--- src/rtl/arith_seq_pkg.sv ---
// arith_pkg: shared definitions for the arith_seq codebase slice.
//   - op codes carried on cmd_op
//   - FSM state encodings used by the sequencer
//   - default slice width and slice count
//   - helper that picks the carry-in for the first slice of an op
package arith_pkg;

  localparam int SLICE_W_DEF = 8;
  localparam int NSLICE_DEF  = 2;

  localparam logic [1:0] OP_ADD  = 2'b00;
  localparam logic [1:0] OP_SUB  = 2'b01;
  localparam logic [1:0] OP_CMP  = 2'b10;
  localparam logic [1:0] OP_PASS = 2'b11;

  localparam logic [1:0] S_IDLE = 2'd0;
  localparam logic [1:0] S_RUN  = 2'd1;
  localparam logic [1:0] S_DONE = 2'd2;

  // Subtraction is a + ~b + 1, so the "+1" enters as carry-in of slice 0.
  function automatic logic cin_first(input logic [1:0] op);
    return (op == OP_SUB) || (op == OP_CMP);
  endfunction

endpackage

--- src/rtl/arith_seq_if.sv ---
// arith_seq_if: command and result handshakes of the arith_seq sequencer.
//   cmd_*  : valid/ready command channel (op, operand a, operand b)
//   res_*  : valid/ready result channel (result f and flags C V Z eq gr ls)
// Modports:
//   master : the command issuer / result consumer
//   slave  : the sequencer itself
interface arith_seq_if import arith_pkg::*; #(
  parameter int W = SLICE_W_DEF * NSLICE_DEF
) ();

  logic         cmd_valid;
  logic         cmd_ready;
  logic [1:0]   cmd_op;
  logic [W-1:0] cmd_a;
  logic [W-1:0] cmd_b;

  logic         res_valid;
  logic         res_ready;
  logic [W-1:0] res_f;
  logic         res_C;
  logic         res_V;
  logic         res_Z;
  logic         res_eq;
  logic         res_gr;
  logic         res_ls;

  modport master (
    output cmd_valid, cmd_op, cmd_a, cmd_b, res_ready,
    input  cmd_ready, res_valid, res_f, res_C, res_V, res_Z,
           res_eq, res_gr, res_ls
  );

  modport slave (
    input  cmd_valid, cmd_op, cmd_a, cmd_b, res_ready,
    output cmd_ready, res_valid, res_f, res_C, res_V, res_Z,
           res_eq, res_gr, res_ls
  );

endinterface

--- src/rtl/arith_seq_slice.sv ---
// arith_slice: combinational SLICE_W-bit adder slice.
//   a, b  : slice operands (b already inverted by the caller for subtract)
//   cin   : carry into bit 0
//   sum   : slice sum
//   cout  : carry out of the slice msb
//   cmsb  : carry into the slice msb; cout ^ cmsb is signed overflow
module arith_slice import arith_pkg::*; #(
  parameter int SLICE_W = SLICE_W_DEF
) (
  input  logic [SLICE_W-1:0] a,
  input  logic [SLICE_W-1:0] b,
  input  logic               cin,
  output logic [SLICE_W-1:0] sum,
  output logic               cout,
  output logic               cmsb
);

  logic [SLICE_W:0]   full;
  logic [SLICE_W-1:0] low;

  assign full = {1'b0, a} + {1'b0, b} + {{SLICE_W{1'b0}}, cin};

  // Same addition without the msb: its top bit is the carry into the msb.
  assign low  = {1'b0, a[SLICE_W-2:0]} + {1'b0, b[SLICE_W-2:0]}
              + {{(SLICE_W-1){1'b0}}, cin};

  assign sum  = full[SLICE_W-1:0];
  assign cout = full[SLICE_W];
  assign cmsb = low[SLICE_W-1];

endmodule

--- src/rtl/arith_seq.sv ---
// arith_seq: multi-cycle wide add/sub/compare/pass sequencer.
// One shared SLICE_W-bit adder slice is stepped over NSLICE slices, chaining
// the carry through a register. The result and flags are registered and
// presented on the result handshake; res_valid rises NSLICE+1 edges after
// the command is accepted.
// Ports:
//   clk : rising-edge clock
//   rst : synchronous active-high reset
//   bus : arith_seq_if.slave (command and result handshakes)
module arith_seq import arith_pkg::*; #(
  parameter int SLICE_W = SLICE_W_DEF,
  parameter int NSLICE  = NSLICE_DEF
) (
  input  logic        clk,
  input  logic        rst,
  arith_seq_if.slave  bus
);

  localparam int W    = SLICE_W * NSLICE;
  localparam int IDXW = (NSLICE > 1) ? $clog2(NSLICE) : 1;
  localparam logic [IDXW-1:0] IDX_LAST = IDXW'(NSLICE - 1);

  logic [1:0]      state;
  logic [IDXW-1:0] idx;
  logic [1:0]      op_reg;
  logic [W-1:0]    a_reg;
  logic [W-1:0]    b_reg;
  logic [W-1:0]    f_work;
  logic            carry_reg;

  logic [W-1:0]    res_f_r;
  logic            res_valid_r;
  logic            c_r, v_r, z_r, eq_r, gr_r, ls_r;

  logic [SLICE_W-1:0] a_sl, b_sl, sum_sl;
  logic               cin_sl, cout_sl, cmsb_sl;
  logic [W-1:0]       f_next;
  logic               c_fin, v_fin;

  // Operand selection for the current slice. PASS feeds a=0 so the slice
  // simply forwards b and can never produce a carry.
  always_comb begin
    a_sl   = a_reg[int'(idx)*SLICE_W +: SLICE_W];
    b_sl   = b_reg[int'(idx)*SLICE_W +: SLICE_W];
    cin_sl = carry_reg;
    case (op_reg)
      OP_SUB, OP_CMP: b_sl = ~b_reg[int'(idx)*SLICE_W +: SLICE_W];
      OP_PASS:        a_sl = '0;
      default:        ;
    endcase
    if (idx == '0) cin_sl = cin_first(op_reg);
  end

  arith_slice #(.SLICE_W(SLICE_W)) u_slice (
    .a    (a_sl),
    .b    (b_sl),
    .cin  (cin_sl),
    .sum  (sum_sl),
    .cout (cout_sl),
    .cmsb (cmsb_sl)
  );

  // Working result with the current slice merged in; on the last slice
  // this is the complete W-bit result.
  always_comb begin
    f_next = f_work;
    f_next[int'(idx)*SLICE_W +: SLICE_W] = sum_sl;
  end

  assign c_fin = (op_reg == OP_PASS) ? 1'b0 : cout_sl;
  assign v_fin = (op_reg == OP_PASS) ? 1'b0 : (cout_sl ^ cmsb_sl);

  // Sequencer. Result and flags are loaded on the edge that enters DONE;
  // res_valid follows one edge later and stays until the consumer takes it.
  always_ff @(posedge clk) begin
    if (rst) begin
      state       <= S_IDLE;
      idx         <= '0;
      op_reg      <= OP_ADD;
      a_reg       <= '0;
      b_reg       <= '0;
      f_work      <= '0;
      carry_reg   <= 1'b0;
      res_f_r     <= '0;
      res_valid_r <= 1'b0;
      c_r         <= 1'b0;
      v_r         <= 1'b0;
      z_r         <= 1'b0;
      eq_r        <= 1'b0;
      gr_r        <= 1'b0;
      ls_r        <= 1'b0;
    end else begin
      case (state)
        S_IDLE: begin
          if (bus.cmd_valid) begin
            op_reg <= bus.cmd_op;
            a_reg  <= bus.cmd_a;
            b_reg  <= bus.cmd_b;
            idx    <= '0;
            state  <= S_RUN;
          end
        end
        S_RUN: begin
          f_work    <= f_next;
          carry_reg <= cout_sl;
          if (idx == IDX_LAST) begin
            idx     <= '0;
            state   <= S_DONE;
            res_f_r <= f_next;
            c_r     <= c_fin;
            v_r     <= v_fin;
            z_r     <= (f_next == '0);
            eq_r    <= (a_reg == b_reg);
            gr_r    <= (a_reg > b_reg);
            ls_r    <= (a_reg < b_reg);
          end else begin
            idx <= idx + IDXW'(1);
          end
        end
        S_DONE: begin
          if (!res_valid_r) begin
            res_valid_r <= 1'b1;
          end else if (bus.res_ready) begin
            res_valid_r <= 1'b0;
            state       <= S_IDLE;
          end
        end
        default: state <= S_IDLE;
      endcase
    end
  end

  assign bus.cmd_ready = (state == S_IDLE);
  assign bus.res_valid = res_valid_r;
  assign bus.res_f     = res_f_r;
  assign bus.res_C     = c_r;
  assign bus.res_V     = v_r;
  assign bus.res_Z     = z_r;
  assign bus.res_eq    = eq_r;
  assign bus.res_gr    = gr_r;
  assign bus.res_ls    = ls_r;

endmodule

--- src/flat_wrapper.sv ---
// flat-port wrapper written by rule: the top's interface ports become plain ports
module arith_seq_flat import arith_pkg::*;
#(
  parameter int SLICE_W = SLICE_W_DEF,
  parameter int NSLICE  = NSLICE_DEF
)
  (clk, rst, bus_cmd_valid, bus_cmd_op, bus_cmd_a, bus_cmd_b, bus_res_ready, bus_cmd_ready, bus_res_valid, bus_res_f, bus_res_C, bus_res_V, bus_res_Z, bus_res_eq, bus_res_gr, bus_res_ls);
  arith_seq_if bus_i ();
  input  logic clk;
  input  logic rst;
  input wire logic [$bits(bus_i.cmd_valid)-1:0] bus_cmd_valid;
  input wire logic [$bits(bus_i.cmd_op)-1:0] bus_cmd_op;
  input wire logic [$bits(bus_i.cmd_a)-1:0] bus_cmd_a;
  input wire logic [$bits(bus_i.cmd_b)-1:0] bus_cmd_b;
  input wire logic [$bits(bus_i.res_ready)-1:0] bus_res_ready;
  output wire logic [$bits(bus_i.cmd_ready)-1:0] bus_cmd_ready;
  output wire logic [$bits(bus_i.res_valid)-1:0] bus_res_valid;
  output wire logic [$bits(bus_i.res_f)-1:0] bus_res_f;
  output wire logic [$bits(bus_i.res_C)-1:0] bus_res_C;
  output wire logic [$bits(bus_i.res_V)-1:0] bus_res_V;
  output wire logic [$bits(bus_i.res_Z)-1:0] bus_res_Z;
  output wire logic [$bits(bus_i.res_eq)-1:0] bus_res_eq;
  output wire logic [$bits(bus_i.res_gr)-1:0] bus_res_gr;
  output wire logic [$bits(bus_i.res_ls)-1:0] bus_res_ls;
  assign bus_i.cmd_valid = bus_cmd_valid;
  assign bus_i.cmd_op = bus_cmd_op;
  assign bus_i.cmd_a = bus_cmd_a;
  assign bus_i.cmd_b = bus_cmd_b;
  assign bus_i.res_ready = bus_res_ready;
  assign bus_cmd_ready = bus_i.cmd_ready;
  assign bus_res_valid = bus_i.res_valid;
  assign bus_res_f = bus_i.res_f;
  assign bus_res_C = bus_i.res_C;
  assign bus_res_V = bus_i.res_V;
  assign bus_res_Z = bus_i.res_Z;
  assign bus_res_eq = bus_i.res_eq;
  assign bus_res_gr = bus_i.res_gr;
  assign bus_res_ls = bus_i.res_ls;
  arith_seq #(.SLICE_W(SLICE_W), .NSLICE(NSLICE)) u_core (.clk(clk), .rst(rst), .bus(bus_i));
endmodule
--- config.mk ---
export PLATFORM = sky130hd
export DESIGN_NAME = arith_seq_flat
export DESIGN_NICKNAME = d
export VERILOG_FILES = /design/src/rtl/arith_seq_pkg.sv /design/src/rtl/arith_seq_if.sv /design/src/rtl/arith_seq_slice.sv /design/src/rtl/arith_seq.sv /design/src/flat_wrapper.sv
export SDC_FILE = /design/constraint.sdc
export NUM_CORES = 1
export LEC_CHECK = 0
export ABC_AREA = 0
export CAP_MARGIN = 30
export CORE_MARGIN = 4
export CORE_UTILIZATION = 40
export CTS_BUF_LIST = sky130_fd_sc_hd__clkbuf_2
export DETAILED_ROUTE_END_ITERATION = 10
export GPL_TIMING_DRIVEN = 1
export PLACE_DENSITY = 0.75
export REMOVE_ABC_BUFFERS = 1
export SLEW_MARGIN = 20
export SYNTH_ARGS = -nofsm -noshare
export SYNTH_HDL_FRONTEND = slang
export SYNTH_HIERARCHICAL = 1
export SYNTH_SLANG_ARGS = --single-unit
--- constraint.sdc ---
create_clock -name clk -period 4.5 [get_ports clk]
set_input_delay 0.675 -clock clk [delete_from_list [all_inputs] [get_ports clk]]
set_output_delay 0.675 -clock clk [all_outputs]
set_load 0.005 [all_outputs]
==> results.cfg <==
[sta]
relSlewSlack_pct = 47.4
hold_viol = 0
skew_ns = 0.0266
slew_viol_final = 0
finalSetupViolations = 0
finalCriticalPeriod_ns = 3.61
min_period_over_period_pct = 80.2
finalSetupTns_ns = 0
holdWs_ns = 0.460
rsz0062_at_grt = no
worstMarginPinSlew_ns = 0.787
max_clock_freq_ghz = 0.277

[synthesis]
synth_area_leaders = dfxtp_1 39%, nand2_1 12%, a21oi_1 9.4%
synth_top_area_share_pct = 39.2
ys.flop_type = dfxtp_1
synth_fa_ha_area_share_pct = 9.66
syn_area_sq_mm = 0.00352
synth-xor-area-share_pct = 3.48
synthCells = 442
avgSynthCellArea_sq_um = 7.97
ys_top_cells_by_count = 109 x nand2_1, 69 x dfxtp_1, 66 x a21oi_1
synth_top_family_by_area = simple AND/OR/NAND/NOR gates
yosys_warnings = 6
ys_types = 37
ys_ff_latch = 69
synthMuxAreaShare_pct = 7.70
synth-seq-area-share_pct = 39.2
post-synth-top-count-cell = nand2_1
synthSimpleGateAreaFrac_pct = 21.5
ys_async_sr_fraction_pct = 0
synth_edf_count = 0
synth_compound_gate_area_share_pct = 13.1
synth_area_leader_cell = dfxtp_1

[critical_path]
r2r_end = u_core/bus.res_Z$_SDFFE_PP0P_
cp_data_arrival_time_ns = 4.03
worstPathRequired_ns = 4.92
worstSetupPathType = reg2reg
reg2reg_slack_ns = 0.89
endpoint_kind = flop
cp-start-kind = flop
cp_max_fo = 9
rr_startpoint = u_core/op_reg[0]$_SDFFE_PP0P_
startpoint = u_core/op_reg[0]$_SDFFE_PP0P_
worstRegToRegCells = 13

[clocking]
clock_path_buffers = 2
post-cts-setup-buffer-count = 0
cts_root_buf = clkbuf_2
clk_pin_slew_ns = 0.20
cts_tree = done
h-tree-depth = 3
cts_sinks = 69
numCtsBuffers = 9
cts_resized = 0
insertion_delay_ns = 0.49
ctsHoldBuffers = 0

[layout]
drive_above_1_share_pct = 5.44
nNetsFinal = 555
fill_cells = 805
stdcell_area_sq_mm = 0.00432
seqCellArea_sq_mm = 0.00138
finalNonFillerCells = 601
area_growth_pct = 22.6
multi_input_area_sq_mm = 0.00196
antenna_cells = 0

[outcome]
status = finished, final reports clean

[hold_path]
worstHoldEndpoint = u_core/bus.res_C$_SDFFE_PP0P_
hold_depth = 2
hold_class = reg2reg
hold_start = u_core/bus.res_C$_SDFFE_PP0P_

[route]
viasPerCell = 4.99
route.detailed.drc = 0
wl_mm = 7.88
drtAntennaViolNets = 0
routedWlPerCell_microns = 13.1
drtIter0Drc = 99
first_pass_iters = 4
vias = 2997

[floorplan]
die-area_sq_mm = 0.0104
die_y_microns = 102
coreArea_sq_mm = 0.00838
die_x_microns = 102
num_io_pins = 62
rows = 33
initial_core_util_pct = 42.1

[placed_design]
dp_hpwl_mm = 5.90
io_buffer_count = 61
post_dp_cell_area_sq_mm = 0.00418
dp_cells = 584
gp_congestion = 0.832

[global_route]
grt_pass1_wl_mm = 12.7
grt_pass1_vias = 2803
grt_max_degree = 41
grt.overflow.total = 0
grt_antenna_before_repair = 0
grt_usage_pct = 15.4

[run]
maxCapViolCount = 0

[pwr]
p_leak_nw = 1.61
vdd_drop_max_mv = 0.162
p_per_area_mw_per_mm2 = 336
through the flow:
stage / worst slack, ns / util [%] / power, W
floorplan: 0.959 / - / 0.000932
global placement: 1.07 / 49.7 / 0.00105
detailed placement: 0.918 / 49.8 / 0.00106
CTS: 0.855 / 51.5 / 0.00147
global route: 0.559 / 51.6 / 0.00154
finish: 0.889 / 51.6 / 0.00145
critical path, stage by stage (launching register included):
cell	delay, ns
dfxtp_1	0.36
ha_1	0.49
xnor2_1	0.32
fa_1	0.28
inv_1	0.07
fa_1	0.40
nor2b_1	0.16
nor3_1	0.06
o31a_1	0.31
xnor2_1	0.17
nor4_1	0.26
nand4_1	0.13
or4_1	0.40
o21ai_0	0.14
worst max-delay path by stage:
stage                                          endpoint  slack, ns  cells past startpoint
after floorplan           u_core/bus.res_Z$_SDFFE_PP0P_       0.96                     13
after global placement    u_core/bus.res_Z$_SDFFE_PP0P_       1.07                     13
after detailed placement  u_core/bus.res_Z$_SDFFE_PP0P_       0.92                     13
after CTS                 u_core/bus.res_Z$_SDFFE_PP0P_       0.86                     13
after global routing      u_core/bus.res_Z$_SDFFE_PP0P_       0.56                     13
final                     u_core/bus.res_Z$_SDFFE_PP0P_       0.89                     13
cell families (layout without fill, tap and decap cells):
group | after synthesis | after routing
buffers and inverters | 47 | 101
xor gates and xnor gates | 14 | 14
muxes | 27 | 27
adders and majority gates | 26 | 26
and+or+nand+nor | 174 | 174
AOI/OAI and AO/OA | 85 | 85
DFF | 69 | 69
cells in the final DEF, fill, tap and decap left out, types with 3 or more instances in the layout:
master and instances:
nand4_1 5, xnor2_1 14, dfxtp_1 69, nor3_1 7, nor2b_1 5, clkbuf_2 10, o21ai_0 8, buf_4 3
nor4_1 3, ha_1 24, nor2_1 29, mux2i_1 26, clkdlybuf4s50_1 60, inv_1 21, nand2b_1 3, nand2_1 109
nand3b_1 4, a21oi_1 66
power breakdown:
part / internal (W) / leakage, nW / switching, W
combinational: 0.000168 / 0.966 / 0.000204
clock: 0.000187 / 0.0859 / 0.000220
sequential: 0.000647 / 0.562 / 0.0000283
metal layers:
layer  vias up  wire, microns  GRT usage [%]
li1       1571              -              -
met1      1343           3630           19.5
met2        68           3710           25.4
met5         -              0              0
met3        15            373           3.34
met4         0            165           6.66
layout make-up:
class / count / share of cell area (%)
Clock buffer: 10 / 1.16
Clock inverter: 6 / 2.03
Inverter: 21 / 1.82
Multi-Input combinational cell: 326 / 45.5
Sequential cell: 69 / 32.0
Tap cell: 105 / 3.04
Timing Repair Buffer: 64 / 14.5
Note: power is estimated with default switching activity, not from simulation.
